[config.mk]
export PLATFORM = sky130hd
export DESIGN_NAME = f_xor_syndrome_flat
export DESIGN_NICKNAME = d
export VERILOG_FILES = /design/src/rtl/f_xor_syndrome_pkg.sv /design/src/rtl/f_xor_syndrome_if.sv /design/src/rtl/f_xor_syndrome_xor.sv /design/src/rtl/f_xor_syndrome.sv /design/src/flat_wrapper.sv
export SDC_FILE = /design/constraint.sdc
export NUM_CORES = 1
export LEC_CHECK = 0
export ABC_AREA = 1
export BUFFER_PORTS_ARGS = -buffer_cell sky130_fd_sc_hd__clkbuf_2
export CAP_MARGIN = 20
export CORE_MARGIN = 2
export CORE_UTILIZATION = 25
export CTS_CLUSTER_SIZE = 30
export DETAILED_ROUTE_END_ITERATION = 6
export GPL_TIMING_DRIVEN = 0
export PLACE_DENSITY_LB_ADDON = 0.1
export SYNTH_ARGS = -nofsm -noshare
export SYNTH_HDL_FRONTEND = slang
export SYNTH_SLANG_ARGS = --single-unit
[constraint.sdc]
create_clock -name clk -period 2.3 [get_ports clk]
set_clock_uncertainty 0.05 [all_clocks]
set_input_delay 0.345 -clock clk [delete_from_list [all_inputs] [get_ports clk]]
set_output_delay 0.345 -clock clk [all_outputs]
set_load 0.01 [all_outputs]
[src/rtl/f_xor_syndrome_pkg.sv]
// Shared types and elaboration helpers for the XOR syndrome engine and its
// per-output XOR trees.
package f_xor_syndrome_pkg;

  // Frame qualifiers carried alongside the tree data
  typedef struct packed {
    logic vld;
    logic sop;
    logic eop;
  } ctrl_t;

  // Leaf fan-in matched to the LUT size of the target family
  function automatic int leaf_size(input int target_chip);
    case (target_chip)
      0:       return 4;
      1:       return 5;
      default: return 6;
    endcase
  endfunction

  // Node count after k reduction levels of an n-input tree
  function automatic int lvl_count(input int n, input int leaf, input int k);
    int c;
    c = n;
    for (int i = 0; i < k; i++) c = (c + leaf - 1) / leaf;
    return c;
  endfunction

  // Levels needed to reduce n inputs to a single bit
  function automatic int num_levels(input int n, input int leaf);
    int l;
    int c;
    l = 0;
    c = n;
    for (int i = 0; i < 32; i++) begin
      if (c > 1) begin
        c = (c + leaf - 1) / leaf;
        l++;
      end
    end
    return l;
  endfunction

endpackage

[src/rtl/f_xor_syndrome_if.sv]
// Word-in / syndrome-out bus of the XOR syndrome engine.
interface f_xor_syndrome_if #(
  parameter int WIDTH   = 32,
  parameter int NUM_OUT = 8
);
  logic               din_valid;
  logic               din_sop;
  logic               din_eop;
  logic [WIDTH-1:0]   din;
  logic               dout_valid;
  logic [NUM_OUT-1:0] dout;
  logic               frame_err;

  modport master (
    output din_valid, din_sop, din_eop, din,
    input  dout_valid, dout, frame_err
  );

  modport slave (
    input  din_valid, din_sop, din_eop, din,
    output dout_valid, dout, frame_err
  );
endinterface

[src/rtl/f_xor_syndrome_xor.sv]
// f_xor: pipelined XOR reduction of a word to one bit. Levels are built from
// LUT-sized leaves; the first LATENCY levels are registered, and when the tree
// is shallower than LATENCY the extra levels are single-bit pass registers.
// Data registers carry no reset.
module f_xor
  import f_xor_syndrome_pkg::*;
#(
  parameter int WIDTH       = 32,
  parameter int LATENCY     = 2,
  parameter bit HEAD_INVERT = 1'b0,
  parameter int TARGET_CHIP = 2
) (
  input  logic             clk,
  input  logic [WIDTH-1:0] din_i,
  output logic             dout_o
);
  localparam int LEAF = leaf_size(TARGET_CHIP);
  localparam int NLEV = num_levels(WIDTH, LEAF);
  localparam int NSTG = (NLEV > LATENCY) ? NLEV : LATENCY;

  for (genvar k = 0; k <= NSTG; k++) begin : g_lvl
    localparam int CN = lvl_count(WIDTH, LEAF, k);
    logic [CN-1:0] lvl;

    if (k == 0) begin : g_in
      assign lvl = din_i;
    end else begin : g_red
      localparam int CP = lvl_count(WIDTH, LEAF, k - 1);
      logic [CN*LEAF-1:0] src;
      logic [CN-1:0]      red_d;

      // Zero-pad the previous level and fold it one leaf at a time
      always_comb begin
        src = '0;
        src[CP-1:0] = g_lvl[k-1].lvl;
        for (int g = 0; g < CN; g++) red_d[g] = ^src[g*LEAF +: LEAF];
      end

      if (k <= LATENCY) begin : g_reg
        // Pipeline register after this level
        always_ff @(posedge clk) lvl <= red_d;
      end else begin : g_comb
        assign lvl = red_d;
      end
    end
  end

  assign dout_o = g_lvl[NSTG].lvl[0] ^ HEAD_INVERT;

endmodule

[src/rtl/f_xor_syndrome.sv]
// f_xor_syndrome: NUM_OUT masked XOR trees whose results are XOR-accumulated
// over sop/eop-delimited frames. Control qualifiers ride a delay line matched
// to the tree latency; the accumulator adds one register stage.
module f_xor_syndrome
  import f_xor_syndrome_pkg::*;
#(
  parameter int                       WIDTH       = 32,
  parameter int                       NUM_OUT     = 8,
  parameter logic [NUM_OUT*WIDTH-1:0] MASK        = '1,
  parameter int                       LATENCY     = 2,
  parameter bit                       ACCUMULATE  = 1'b1,
  parameter logic [NUM_OUT-1:0]       HEAD_INVERT = '0,
  parameter int                       TARGET_CHIP = 2
) (
  input logic             clk,
  input logic             sclr,
  f_xor_syndrome_if.slave bus
);
  ctrl_t                            ctrl_in, ctrl_dly;
  logic [NUM_OUT-1:0][WIDTH-1:0]    din_m;
  logic [NUM_OUT-1:0]               p;

  // Outside frame mode every word is its own frame
  assign ctrl_in = '{vld: bus.din_valid,
                     sop: bus.din_sop | ~ACCUMULATE,
                     eop: bus.din_eop | ~ACCUMULATE};

  for (genvar j = 0; j < NUM_OUT; j++) begin : g_out
    assign din_m[j] = bus.din & MASK[j*WIDTH +: WIDTH];
    f_xor #(
      .WIDTH      (WIDTH),
      .LATENCY    (LATENCY),
      .HEAD_INVERT(1'b0),
      .TARGET_CHIP(TARGET_CHIP)
    ) u_xor (
      .clk   (clk),
      .din_i (din_m[j]),
      .dout_o(p[j])
    );
  end

  if (LATENCY > 0) begin : g_dly
    ctrl_t [LATENCY:1] vld_pipe_q;
    // Qualifier delay line, aligned with the tree output
    always_ff @(posedge clk) begin
      if (sclr) begin
        vld_pipe_q <= '0;
      end else begin
        vld_pipe_q[1] <= ctrl_in;
        for (int k = 2; k <= LATENCY; k++) vld_pipe_q[k] <= vld_pipe_q[k-1];
      end
    end
    assign ctrl_dly = vld_pipe_q[LATENCY];
  end else begin : g_nodly
    assign ctrl_dly = ctrl_in;
  end

  logic [NUM_OUT-1:0] acc_q, acc_d, dout_q, dout_d, fin;
  logic               in_frame_q, in_frame_d;
  logic               dout_valid_q, dout_valid_d;
  logic               frame_err_q, frame_err_d;
  logic               take;

  // Frame accumulation; a word is taken if it opens a frame or continues one
  always_comb begin
    take         = ctrl_dly.vld & (ctrl_dly.sop | in_frame_q);
    fin          = ctrl_dly.sop ? p : (acc_q ^ p);
    acc_d        = acc_q;
    in_frame_d   = in_frame_q;
    dout_d       = dout_q;
    dout_valid_d = 1'b0;
    // Orphan continuation word, or sop that abandons an open frame
    frame_err_d  = ctrl_dly.vld & (ctrl_dly.sop == in_frame_q);
    if (take) begin
      acc_d      = fin;
      in_frame_d = ~ctrl_dly.eop;
      if (ctrl_dly.eop) begin
        dout_d       = fin ^ HEAD_INVERT;
        dout_valid_d = 1'b1;
      end
    end
  end

  // Accumulator and output registers
  always_ff @(posedge clk) begin
    if (sclr) begin
      acc_q        <= '0;
      in_frame_q   <= 1'b0;
      dout_q       <= '0;
      dout_valid_q <= 1'b0;
      frame_err_q  <= 1'b0;
    end else begin
      acc_q        <= acc_d;
      in_frame_q   <= in_frame_d;
      dout_q       <= dout_d;
      dout_valid_q <= dout_valid_d;
      frame_err_q  <= frame_err_d;
    end
  end

  assign bus.dout       = dout_q;
  assign bus.dout_valid = dout_valid_q;
  assign bus.frame_err  = frame_err_q;

endmodule

[src/flat_wrapper.sv]
// flat-port wrapper written by rule: the top's interface ports become plain ports
module f_xor_syndrome_flat import f_xor_syndrome_pkg::*;
#(
  parameter int                       WIDTH       = 32,
  parameter int                       NUM_OUT     = 8,
  parameter logic [NUM_OUT*WIDTH-1:0] MASK        = '1,
  parameter int                       LATENCY     = 2,
  parameter bit                       ACCUMULATE  = 1'b1,
  parameter logic [NUM_OUT-1:0]       HEAD_INVERT = '0,
  parameter int                       TARGET_CHIP = 2
)
  (clk, sclr, bus_din_valid, bus_din_sop, bus_din_eop, bus_din, bus_dout_valid, bus_dout, bus_frame_err);
  f_xor_syndrome_if #(.WIDTH(WIDTH), .NUM_OUT(NUM_OUT)) bus_i ();
  input logic clk;
  input logic sclr;
  input wire logic [$bits(bus_i.din_valid)-1:0] bus_din_valid;
  input wire logic [$bits(bus_i.din_sop)-1:0] bus_din_sop;
  input wire logic [$bits(bus_i.din_eop)-1:0] bus_din_eop;
  input wire logic [$bits(bus_i.din)-1:0] bus_din;
  output wire logic [$bits(bus_i.dout_valid)-1:0] bus_dout_valid;
  output wire logic [$bits(bus_i.dout)-1:0] bus_dout;
  output wire logic [$bits(bus_i.frame_err)-1:0] bus_frame_err;
  assign bus_i.din_valid = bus_din_valid;
  assign bus_i.din_sop = bus_din_sop;
  assign bus_i.din_eop = bus_din_eop;
  assign bus_i.din = bus_din;
  assign bus_dout_valid = bus_i.dout_valid;
  assign bus_dout = bus_i.dout;
  assign bus_frame_err = bus_i.frame_err;
  f_xor_syndrome #(.WIDTH(WIDTH), .NUM_OUT(NUM_OUT), .MASK(MASK), .LATENCY(LATENCY), .ACCUMULATE(ACCUMULATE), .HEAD_INVERT(HEAD_INVERT), .TARGET_CHIP(TARGET_CHIP)) u_core (.clk(clk), .sclr(sclr), .bus(bus_i));
endmodule
==> flow_summary.yaml <==
critical_path:
  path_max_fanout: 10
  cp-start-kind: "register"
  arrival_ns: 1.59
  crit_required_ns: 2.43
  worstPathCellList: "inv_2 -> ha_1 -> nor2_8 -> nand2_4 -> nand2_2 -> inv_2 -> nand2_1 -> nand2_1"
  crit_type: "reg -> reg"
  reg2reg_from: "u_core.ctrl_dly[1]"
  endpoint_kind: "register"
  startpoint: "u_core.ctrl_dly[1]"
  cp_slowest_cell: "dfxtp_1"
  cpPeakStageDelay_ns: 0.35
yosys:
  syn_avg_cell_area_um2: 6.01
  synth_largest_area_cell: "dfxtp_1"
  yosys_warnings: 0
  postSynthCellCount: 310
  synth_edf_count: 0
  synth_cell_type_count: 17
  ys_seq_elements: 32
  synthesis.nets: 348
  yosysTopAreaCellShare: 0.344
  syn_area_um2: 1860
  synth.yosys.seq_area_share: 0.344
  synthTopCellsByArea: "dfxtp_1 (34%), nand2_1 (32%), inv_1 (9.7%), nand3_1 (7.5%), xor2_1 (3.3%)"
  synth_top_flop_cell: "dfxtp_1"
  async_reset_ff_frac: 0
clock_tree:
  cts_buffers: 5
  cts.path.max_buffers: 2
  cts_tree: "yes"
  post_cts.resized_instances: 0
  cts_hold_buf: 0
  post_cts_buffers: 0
  cts-root-buf: "clkbuf_8"
  htree_levels: 2
  cts.sinks: 32
  clock_latency_ns: 0.28
  clk_pin_slew_ns: 0.07
pwr:
  cellPowerDensity_nw_per_um2: 626
  p_leak_nw: 1.38
  irDropWorstVdd_v: 0.000191
  p_total_mw: 1.44
die:
  start_util: 0.257
  rows: 31
  die_height_um: 90.4
  core-area_um2: 7250
  ios: 47
  die_w_um: 90.4
  die_area_um2: 8160
timing:
  report.final.slew_viol_count: 0
  fin_crit_sh: 0.636
  fin_tns_setup_ns: 0
  tightest_slew_ns: 0.230
  maxSlewHeadroom: 0.847
  rsz0062_at_grt: "no"
  finalCriticalPeriod_ns: 1.46
  hold_viol: 0
  setup_viol: 0
  max_freq_mhz: 683
finish:
  area_growth_pct: 23.7
  antenna_cells: 0
  final_cell_mix: "nand2_1 (158), inv_1 (48), clkbuf_2 (45), dfxtp_1 (32), nand3_1 (28)"
  final_common_cell: "nand2_1"
  layout-drive-gt1-share: 0.185
  design_area_um2: 2310
  nets: 400
global_route:
  grt_pass1_vias: 1744
  grt_max_degree: 11
  grt_pass1_wl_mm: 6.91
  grt.total_usage: 0.101
  grt_overflow: 0
  antenna_found_initial: 0
route:
  drtAntennaViolNets: 0
  drc: 0
  drt-initial-drc-count: 54
  wl_per_cell_um: 8.14
  via_per_inst: 4.02
  wl_mm: 3.76
  via_count: 1857
  dr.pass1.iters: 4
place:
  placed_area_um2: 2210
  routabilityCongestion: 0.698
  dp_hpwl_mm: 2.98
  portBuffers: 45
status:
  status: "completed"
worst_hold_path:
  hp-class: "in -> reg"
  min_from: "bus_din_valid"
job:
  cap_violations: 0
==> metrics by stage <==
stage               worst slack, ns  utilization  std cells  hold WS, ns
floorplan                     0.995            -        310        0.338
global placement              0.820        0.305        454        0.341
detailed placement            0.822        0.305        454        0.345
CTS                           0.811        0.318        462        0.194
global route                  0.703        0.318        462        0.197
finish                        0.836        0.318        462        0.201
==> critical path, delay by kind of cell, from the launching register on <==
kind	cells	cell delay, ns
adder cells (fa/ha/maj)	1	0.26
flip-flops	1	0.35
buffers and inverters	2	0.19
AND/OR/NAND/NOR	5	0.52
==> layout make-up <==
type	instances	area [um2]
Clock inverter	2	10.0
Buffer	4	28.8
Clock buffer	6	82.6
Tap cell	99	124
Fill cell	823	4950
Multi-Input combinational cell	221	996
Sequential cell	32	641
Timing Repair Buffer	45	225
Inverter	53	199
==> Yosys cell counts, types with 2 or more instances <==
library cell	instances
inv_2	5
buf_2	2
inv_1	48
xnor2_1	6
nor2_1	6
nand2_2	2
nand3_1	28
a21oi_1	9
xor2_1	7
nor2_8	2
dfxtp_1	32
nand2_1	158
==> power by group <==
part / switching, mW / total (mW) / internal [mW]
Clock: 0.207 / 0.446 / 0.239
Combinational: 0.243 / 0.392 / 0.149
Sequential: 0.0173 / 0.605 / 0.588
Total: 0.468 / 1.44 / 0.975
==> flip-flops by register name (all words and copies together), names as in the netlist <==
register                      count
u_core.acc_q                      8
u_core.bus.frame_err              1
u_core.g_out.u_xor.dout_o         1
u_core.bus.dout                   8
u_core.ctrl_dly                   3
u_core.in_frame_q                 1
u_core.g_out.u_xor.g_lvl.lvl      6
u_core.bus.dout_valid             1
u_core.g_dly.vld_pipe_q           3
==> metal layers <==
layer  vias up  share of wire  global-route usage  routed length (um)
met3         6          0.037              0.0250                 138
met1       798           0.42               0.104                1600
met2        29           0.52               0.196                1970
met5         -              0                   0                   0
li1       1024              -                   -                   -
met4         0          0.017              0.0385                  63
==> cell families after synthesis <==
| group | after synthesis | synth area share |
|---|---|---|
| flip-flops | 32 | 0.344 |
| XOR/XNOR | 13 | 0.0611 |
| buffers and inverters | 57 | 0.122 |
| AND/OR/NAND/NOR | 198 | 0.442 |
| AO/OA/AOI/OAI | 9 | 0.0242 |
| adder cells (fa/ha/maj) | 1 | 0.00671 |
==> final timing paths <==
path	to	slack (ns)	depth (start not counted)
hold reg to reg	u_core.ctrl_dly[1]	0.35	2
setup / recovery	u_core.bus.dout[3]	0.84	8
setup reg to reg	u_core.bus.dout[3]	0.84	8
hold / removal	u_core.g_dly.vld_pipe_q[2]	0.20	3
No activity file was read; power rests on OpenSTA's default activity.
